--- config.mk ---
export PLATFORM = sky130hd
export DESIGN_NAME = peripheral_wb_arbiter_rr
export DESIGN_NICKNAME = d
export VERILOG_FILES = /design/src/rtl/peripheral_wb_arbiter_rr.sv
export SDC_FILE = /design/constraint.sdc
export NUM_CORES = 1
export LEC_CHECK = 0
export BUFFER_PORTS_ARGS = -buffer_cell sky130_fd_sc_hd__buf_2
export CAP_MARGIN = 20
export CORE_AREA = 2 2 178 180
export CTS_CLUSTER_DIAMETER = 120
export CTS_CLUSTER_SIZE = 40
export DETAILED_ROUTE_END_ITERATION = 16
export DIE_AREA = 0 0 180 182
export PLACE_DENSITY_LB_ADDON = 0.1
export SETUP_SLACK_MARGIN = 0.3
export SYNTH_ARGS = -nofsm -noshare
export SYNTH_HDL_FRONTEND = slang
export SYNTH_SLANG_ARGS = --single-unit
--- constraint.sdc ---
create_clock -name wb_clk_i -period 2.3 [get_ports wb_clk_i]
set_input_delay 0.23 -clock wb_clk_i [delete_from_list [all_inputs] [get_ports wb_clk_i]]
set_output_delay 0.23 -clock wb_clk_i [all_outputs]
set_load 0.02 [all_outputs]
--- src/rtl/peripheral_wb_arbiter_rr.sv ---
// peripheral_wb_arbiter_rr
// -------------------------
// Round-robin arbiter sharing one Wishbone B3 slave between NUM_MASTERS
// masters (processor and DMA masters in front of the shared MPRAM).
//
// A grant covers a whole bus cycle. It is taken when the owner raises cyc and
// is released only when the owner drops cyc, so classic cycles and CTI bursts
// (constant or incrementing, any BTE) are never split. CTI/BTE are forwarded
// untouched, and an end-of-burst ack does not release the grant.
//
// An ack watchdog counts consecutive stalled strobe cycles. When the count
// reaches TIMEOUT it answers the owner with a one-cycle err, masks the slave
// strobe for that cycle and keeps the grant. The owner decides what to do next.
//
// Ports
//   wb_clk_i, wb_rst_i     clock, synchronous active-high reset
//   m_*_i                  master request bundles; master k uses slice k
//   m_dat_o                slave read data, broadcast to every master
//   m_ack_o, m_err_o       per-master responses, gated by the grant
//   s_*_o                  request of the granted master (all zero when idle)
//   s_dat_i/ack_i/err_i    slave response
//   grant_o                registered one-hot grant; zero when idle
module peripheral_wb_arbiter_rr #(
    parameter int NUM_MASTERS = 4,
    parameter int AW          = 32,
    parameter int DW          = 32,
    parameter int TIMEOUT     = 255
) (
    input  logic                        wb_clk_i,
    input  logic                        wb_rst_i,
    // master side
    input  logic [NUM_MASTERS*AW-1:0]   m_adr_i,
    input  logic [NUM_MASTERS*DW-1:0]   m_dat_i,
    input  logic [NUM_MASTERS*DW/8-1:0] m_sel_i,
    input  logic [NUM_MASTERS-1:0]      m_we_i,
    input  logic [NUM_MASTERS-1:0]      m_cyc_i,
    input  logic [NUM_MASTERS-1:0]      m_stb_i,
    input  logic [NUM_MASTERS*3-1:0]    m_cti_i,
    input  logic [NUM_MASTERS*2-1:0]    m_bte_i,
    output logic [DW-1:0]               m_dat_o,
    output logic [NUM_MASTERS-1:0]      m_ack_o,
    output logic [NUM_MASTERS-1:0]      m_err_o,
    // slave side
    output logic [AW-1:0]               s_adr_o,
    output logic [DW-1:0]               s_dat_o,
    output logic [DW/8-1:0]             s_sel_o,
    output logic                        s_we_o,
    output logic                        s_cyc_o,
    output logic                        s_stb_o,
    output logic [2:0]                  s_cti_o,
    output logic [1:0]                  s_bte_o,
    input  logic [DW-1:0]               s_dat_i,
    input  logic                        s_ack_i,
    input  logic                        s_err_i,
    // arbitration status
    output logic [NUM_MASTERS-1:0]      grant_o
);

    localparam int SW = DW / 8;
    // keep the index at least one bit wide so NUM_MASTERS=1 still elaborates
    localparam int IW = (NUM_MASTERS > 1) ? $clog2(NUM_MASTERS) : 1;

    typedef enum logic {
        IDLE = 1'b0,
        OWN  = 1'b1
    } state_t;

    state_t          state;
    logic [IW-1:0]   owner;      // index of the granted master, valid in OWN
    logic [IW-1:0]   rr_ptr;     // highest-priority master for the next pick
    logic [15:0]     wd_cnt;     // consecutive stalled strobe cycles

    logic [IW-1:0]   rel_ptr;    // pointer after the current owner releases
    logic [IW-1:0]   cand_idle;  // pick when leaving IDLE
    logic [IW-1:0]   cand_rel;   // pick on release, scanned from rel_ptr
    logic            owner_cyc;
    logic            wd_fire;
    logic            wd_clr;

    // First requester scanning ptr, ptr+1, ... modulo NUM_MASTERS. The scan
    // runs from the farthest offset to the nearest so the nearest hit wins.
    function automatic logic [IW-1:0] rr_pick(input logic [IW-1:0]          ptr,
                                              input logic [NUM_MASTERS-1:0] req);
        int idx;
        rr_pick = ptr;
        for (int i = NUM_MASTERS - 1; i >= 0; i--) begin
            idx = int'(ptr) + i;
            if (idx >= NUM_MASTERS)
                idx = idx - NUM_MASTERS;
            if (req[idx])
                rr_pick = IW'(idx);
        end
    endfunction

    function automatic logic [NUM_MASTERS-1:0] onehot(input logic [IW-1:0] idx);
        onehot = NUM_MASTERS'(1) << idx;
    endfunction

    // ------------------------------------------------------------------
    // Arbitration decode
    // ------------------------------------------------------------------
    always_comb begin
        rel_ptr   = (int'(owner) == NUM_MASTERS - 1) ? '0 : owner + IW'(1);
        cand_idle = rr_pick(rr_ptr, m_cyc_i);
        // the releasing master has cyc low, so it falls to lowest priority
        cand_rel  = rr_pick(rel_ptr, m_cyc_i);
        owner_cyc = |(m_cyc_i & grant_o);
    end

    // ------------------------------------------------------------------
    // Request mux: AND-OR over the one-hot grant, so an idle arbiter
    // presents an all-zero request to the slave.
    // ------------------------------------------------------------------
    always_comb begin
        s_adr_o = '0;
        s_dat_o = '0;
        s_sel_o = '0;
        s_we_o  = 1'b0;
        s_cti_o = '0;
        s_bte_o = '0;
        for (int k = 0; k < NUM_MASTERS; k++) begin
            if (grant_o[k]) begin
                s_adr_o = s_adr_o | m_adr_i[k*AW +: AW];
                s_dat_o = s_dat_o | m_dat_i[k*DW +: DW];
                s_sel_o = s_sel_o | m_sel_i[k*SW +: SW];
                s_we_o  = s_we_o  | m_we_i[k];
                s_cti_o = s_cti_o | m_cti_i[k*3 +: 3];
                s_bte_o = s_bte_o | m_bte_i[k*2 +: 2];
            end
        end
    end

    // ------------------------------------------------------------------
    // Watchdog and handshake gating
    // ------------------------------------------------------------------
    // Fires in the (TIMEOUT+1)th consecutive stalled cycle. Masking stb in
    // that cycle also clears the counter through wd_clr.
    assign wd_fire = (state == OWN) && (wd_cnt == 16'(TIMEOUT));
    assign s_cyc_o = owner_cyc;
    assign s_stb_o = (|(m_stb_i & grant_o)) & ~wd_fire;
    assign wd_clr  = ~s_stb_o | s_ack_i | s_err_i;

    assign m_dat_o = s_dat_i;
    assign m_ack_o = grant_o & {NUM_MASTERS{s_ack_i}};
    // a real ack in the fire cycle completes the transfer; the timeout err
    // is dropped so the master never sees ack and err together from us
    assign m_err_o = grant_o & {NUM_MASTERS{s_err_i | (wd_fire & ~s_ack_i)}};

    // ------------------------------------------------------------------
    // Grant FSM
    // ------------------------------------------------------------------
    always_ff @(posedge wb_clk_i) begin
        if (wb_rst_i) begin
            state   <= IDLE;
            owner   <= '0;
            rr_ptr  <= '0;
            grant_o <= '0;
            wd_cnt  <= '0;
        end else begin
            wd_cnt <= wd_clr ? 16'd0 : wd_cnt + 16'd1;
            case (state)
                IDLE: begin
                    if (|m_cyc_i) begin
                        state   <= OWN;
                        owner   <= cand_idle;
                        grant_o <= onehot(cand_idle);
                    end
                end
                OWN: begin
                    // hold through bursts regardless of cti/bte or other
                    // requesters; only the owner's cyc drop releases
                    if (!owner_cyc) begin
                        rr_ptr <= rel_ptr;
                        if (|m_cyc_i) begin
                            owner   <= cand_rel;
                            grant_o <= onehot(cand_rel);
                        end else begin
                            state   <= IDLE;
                            grant_o <= '0;
                        end
                    end
                end
                default: begin
                    state   <= IDLE;
                    grant_o <= '0;
                end
            endcase
        end
    end

endmodule
==> results.md <==
* Outcome: completed
* Count of buffer and inverter cells on the critical path at 1
* Layout net count at 1154
* Worst-path fanout max at 4
* First-pass GRT wire length at approximately 33000 um
* Post-Synthesis Net Count at around 800
* Detailed Route WL at ~23000 um
* Min-delay worst type: in2reg
* Slew Viols, Final at 0
* Setup WS post-layout at around 0.4 ns
* Arrival time of the worst setup path at 1.67 ns
* Initial standard-cell utilization of the core at 0.105
* Power per Cell Area at 615 nW/um2
* Sequence of cells on the critical path: nor4_2 > nand4b_1 > nor3_4 > nor2_2 > nor2b_1 > buf_4
* Worst setup path class: reg2out
* Total leakage power at 2.87 nW
* Worst Hold End: grant_o[1]
* Maximum number of pins on one net before global-route repair at a little under 60
* Area of placed instances at 5430 um2
* Number of sinks driven by the clock tree at 25
* Total global routing track utilization at 0.130
* Setup Viol. Count Final at 0
* CORE AREA at 31000 um2
* Number of buffers on the longest clock path at 2
* Last weighted congestion value of the routability-driven placer at 0.742
* Final min period at approximately 1.9 ns
* Cell area after layout at 5660 um2
* Count of standard-cell rows at 65
* CP Capture Type: output pin
* CTS tree: built
* Worst hold path cell count at 2
* Total negative setup slack at 0 ns
* DP HPWL at 19500 um
* DR vias at 4950
* Async set-reset flop share out of synthesis at 0
* Routed vias/inst at 4.07
* Wirelength per Cell at approximately 19 um
* Slew at the pin with the worst max-slew slack at 0.641 ns
* Detailed Route Iter0 Violations at 208
* Post-synth EDFFs at 0
* Critical register-to-register path endpoint: grant_o[3]
* Number of levels the H-tree was split into at 1
* Delay of the slowest cell on the worst path at 0.34 ns
* Cts-stage hold buffer count at 0
* Slowest cell on the critical path: sky130_fd_sc_hd__dfxtp_2
* RSZ-0062 raised after global routing: true
* Syn. warnings at 0
* Number of ports placed on the die boundary at 460
* Area of the mapped netlist at 3260 um2
* Area added between synthesis and finish at 73.5%
* Register-to-register path setup slack at 0.42 ns
* Vias in the first global route at approximately 4900
* Number of CTS-inserted buffers at 3
* Maximum capacitance violations at 0
* Post-Place Worst Slack at 0.303 ns
* Worst R2R Start: owner[0]
* Hold Violations, Final at 0
* Top flip-flop cell by instance count after synthesis: sky130_fd_sc_hd__dfxtp_1
* Setup Skew at 0.00355 ns
* Category of cells accounting for the largest share of critical-path delay: simple AND/OR/NAND/NOR gates
* Worst r2r path cells at 6
* Synth cell types at 52
* Seq cells post-synth at 25
* Number of design rule violations left after detail routing at 0
* Achievable frequency at 0.526 GHz
* Proportion of layout cells with a drive suffix above 1 at 0.555
* Die outline area at 32800 um2
* Buffer type at the clock tree root: sky130_fd_sc_hd__clkbuf_16
* Total congestion overflow after global routing at 0
* HP Start: wb_rst_i
* Mean instance size in the synthesized netlist at 6.90 um2
* Number of filler cells placed in the layout at 3645
* Die W at between 150 and 200 um
* Number of nets with antenna violations after detailed routing at 0
* Initial antenna violation count at 2
* Cell count after synthesis at 473
* First-pass DRT Iterations at 4
* Sort of element at the start of the critical path: flip-flop
* Fin crit share at 0.827
* Vertical die dimension at approximately 180 um
* Slew margin rel. at 0.569
* Peak VDD IR at 289 uV
* Clock Pin Slew Worst Setup and Hold Paths at 0.07 ns
* Sequential-to-total area share from yosys stat at 0.153
* Buffers added on ports at between 300 and 400
* Clock network latency to the later pin of the worst-skew pair at ~0.26 ns
* Required time of the critical path at 2.07 ns
cell families (layout without fill, tap and decap cells):
group	Yosys count	after routing	synth area share
and+or+nand+nor	163	163	0.229
xor gates and xnor gates	14	14	0.0376
adders and majority gates	2	2	0.00766
buffers and inverters	87	425	0.151
other	0	3	0
AOI/OAI and AO/OA	182	182	0.421
DFF	25	25	0.153
cell usage after synthesis, drive strengths merged, types with 5 or more instances:
| cell | number | area (um2) |
|---|---|---|
| nand2 | 87 | 327 |
| clkbuf | 26 | 97.6 |
| nor3 | 7 | 35.0 |
| a21oi | 7 | 35.0 |
| dfxtp | 25 | 500 |
| nand3 | 13 | 82.6 |
| inv | 10 | 37.5 |
| a22oi | 152 | 1160 |
| nor2 | 29 | 111 |
| o21ai | 6 | 33.8 |
| xor2 | 8 | 70.1 |
| xnor2 | 6 | 52.6 |
| nor2b | 5 | 38.8 |
| buf | 51 | 359 |
how the worst max path moves through the flow:
stage / start / endpoint / cells after the start
final: wd_cnt[14] / m_err_o[1] / 6
after global routing: wd_cnt[1] / m_err_o[0] / 7
after CTS: wd_cnt[0] / m_err_o[1] / 7
after detailed placement: wd_cnt[0] / m_err_o[1] / 7
after global placement: wd_cnt[0] / m_err_o[3] / 7
after floorplan: wd_cnt[0] / m_err_o[0] / 7
worst register-to-register path: stages (launching register included):
cell	delay, ns
sky130_fd_sc_hd__dfxtp_1	0.36
sky130_fd_sc_hd__ha_1	0.25
sky130_fd_sc_hd__o21ai_1	0.23
sky130_fd_sc_hd__o31ai_2	0.12
sky130_fd_sc_hd__o31ai_2	0.43
sky130_fd_sc_hd__nand4_1	0.15
sky130_fd_sc_hd__a311oi_1	0.25
layout make-up:
class | count | area [um2] | share of cell area
Multi-Input combinational cell | 361 | 2350 | 0.414
Timing Repair Buffer | 411 | 2160 | 0.381
Sequential cell | 25 | 531 | 0.0937
Tap cell | 402 | 503 | 0.0888
Clock buffer | 3 | 75.1 | 0.0133
Inverter | 10 | 37.5 | 0.00663
Antenna cell | 3 | 7.51 | 0.00133
Clock inverter | 1 | 6.26 | 0.00110
per-stage QoR:
stage | utilization | power [mW] | cells | hold slack (ns)
global placement | 0.175 | 3.12 | 1203 | 0.448
CTS | 0.179 | 3.53 | 1207 | 0.296
floorplan | - | 1.99 | 473 | 0.377
finish | 0.183 | 3.48 | 1216 | 0.298
global route | 0.183 | 3.77 | 1213 | 0.297
detailed placement | 0.175 | 3.10 | 1203 | 0.457
sequential cells by signal, indices dropped and copies added, names as in the netlist:
signal   cells
grant_o      4
owner        2
rr_ptr       2
state        1
wd_cnt      16
layout by cell type, fill, tap and decap left out, types with 3 or more instances in the layout:
master	n
sky130_fd_sc_hd__a21oi_1	7
sky130_fd_sc_hd__nor2_1	27
sky130_fd_sc_hd__nor2b_1	4
sky130_fd_sc_hd__nand2_1	87
sky130_fd_sc_hd__inv_1	10
sky130_fd_sc_hd__buf_4	14
sky130_fd_sc_hd__a22oi_1	150
sky130_fd_sc_hd__nand3_1	10
sky130_fd_sc_hd__buf_12	4
sky130_fd_sc_hd__diode_2	3
sky130_fd_sc_hd__o21ai_0	3
sky130_fd_sc_hd__nand2b_1	3
sky130_fd_sc_hd__nor3_1	6
sky130_fd_sc_hd__clkbuf_16	3
sky130_fd_sc_hd__xnor2_1	6
sky130_fd_sc_hd__dfxtp_1	11
sky130_fd_sc_hd__and2_1	4
sky130_fd_sc_hd__buf_2	392
sky130_fd_sc_hd__dfxtp_4	5
sky130_fd_sc_hd__xor2_1	8
sky130_fd_sc_hd__dfxtp_2	9
power breakdown:
part	internal, mW	switching [mW]
sequential	0.464	0.0521
combinational	0.905	1.66
clock	0.237	0.167
total	1.61	1.88
repair_timing:
action                                  4_1_cts  5_1_grt
endpoints found under the setup margin        5       11
setup buffers                                 0        6
resized for setup                            10       19
pin swaps                                     0        4
gates cloned                                  0        0
hold endpoints to repair                      0        0
metal layers:
| metal | vias to the layer above | global-route usage | part of all wire |
|---|---|---|---|
| li1 | 2417 | - | - |
| met1 | 2260 | 0.175 | 0.45 |
| met5 | - | 0 | 0.00030 |
| met4 | 2 | 0.00553 | 0.0050 |
| met3 | 8 | 0.0415 | 0.085 |
| met2 | 263 | 0.214 | 0.46 |
Note: power is estimated with default switching activity, not from simulation.
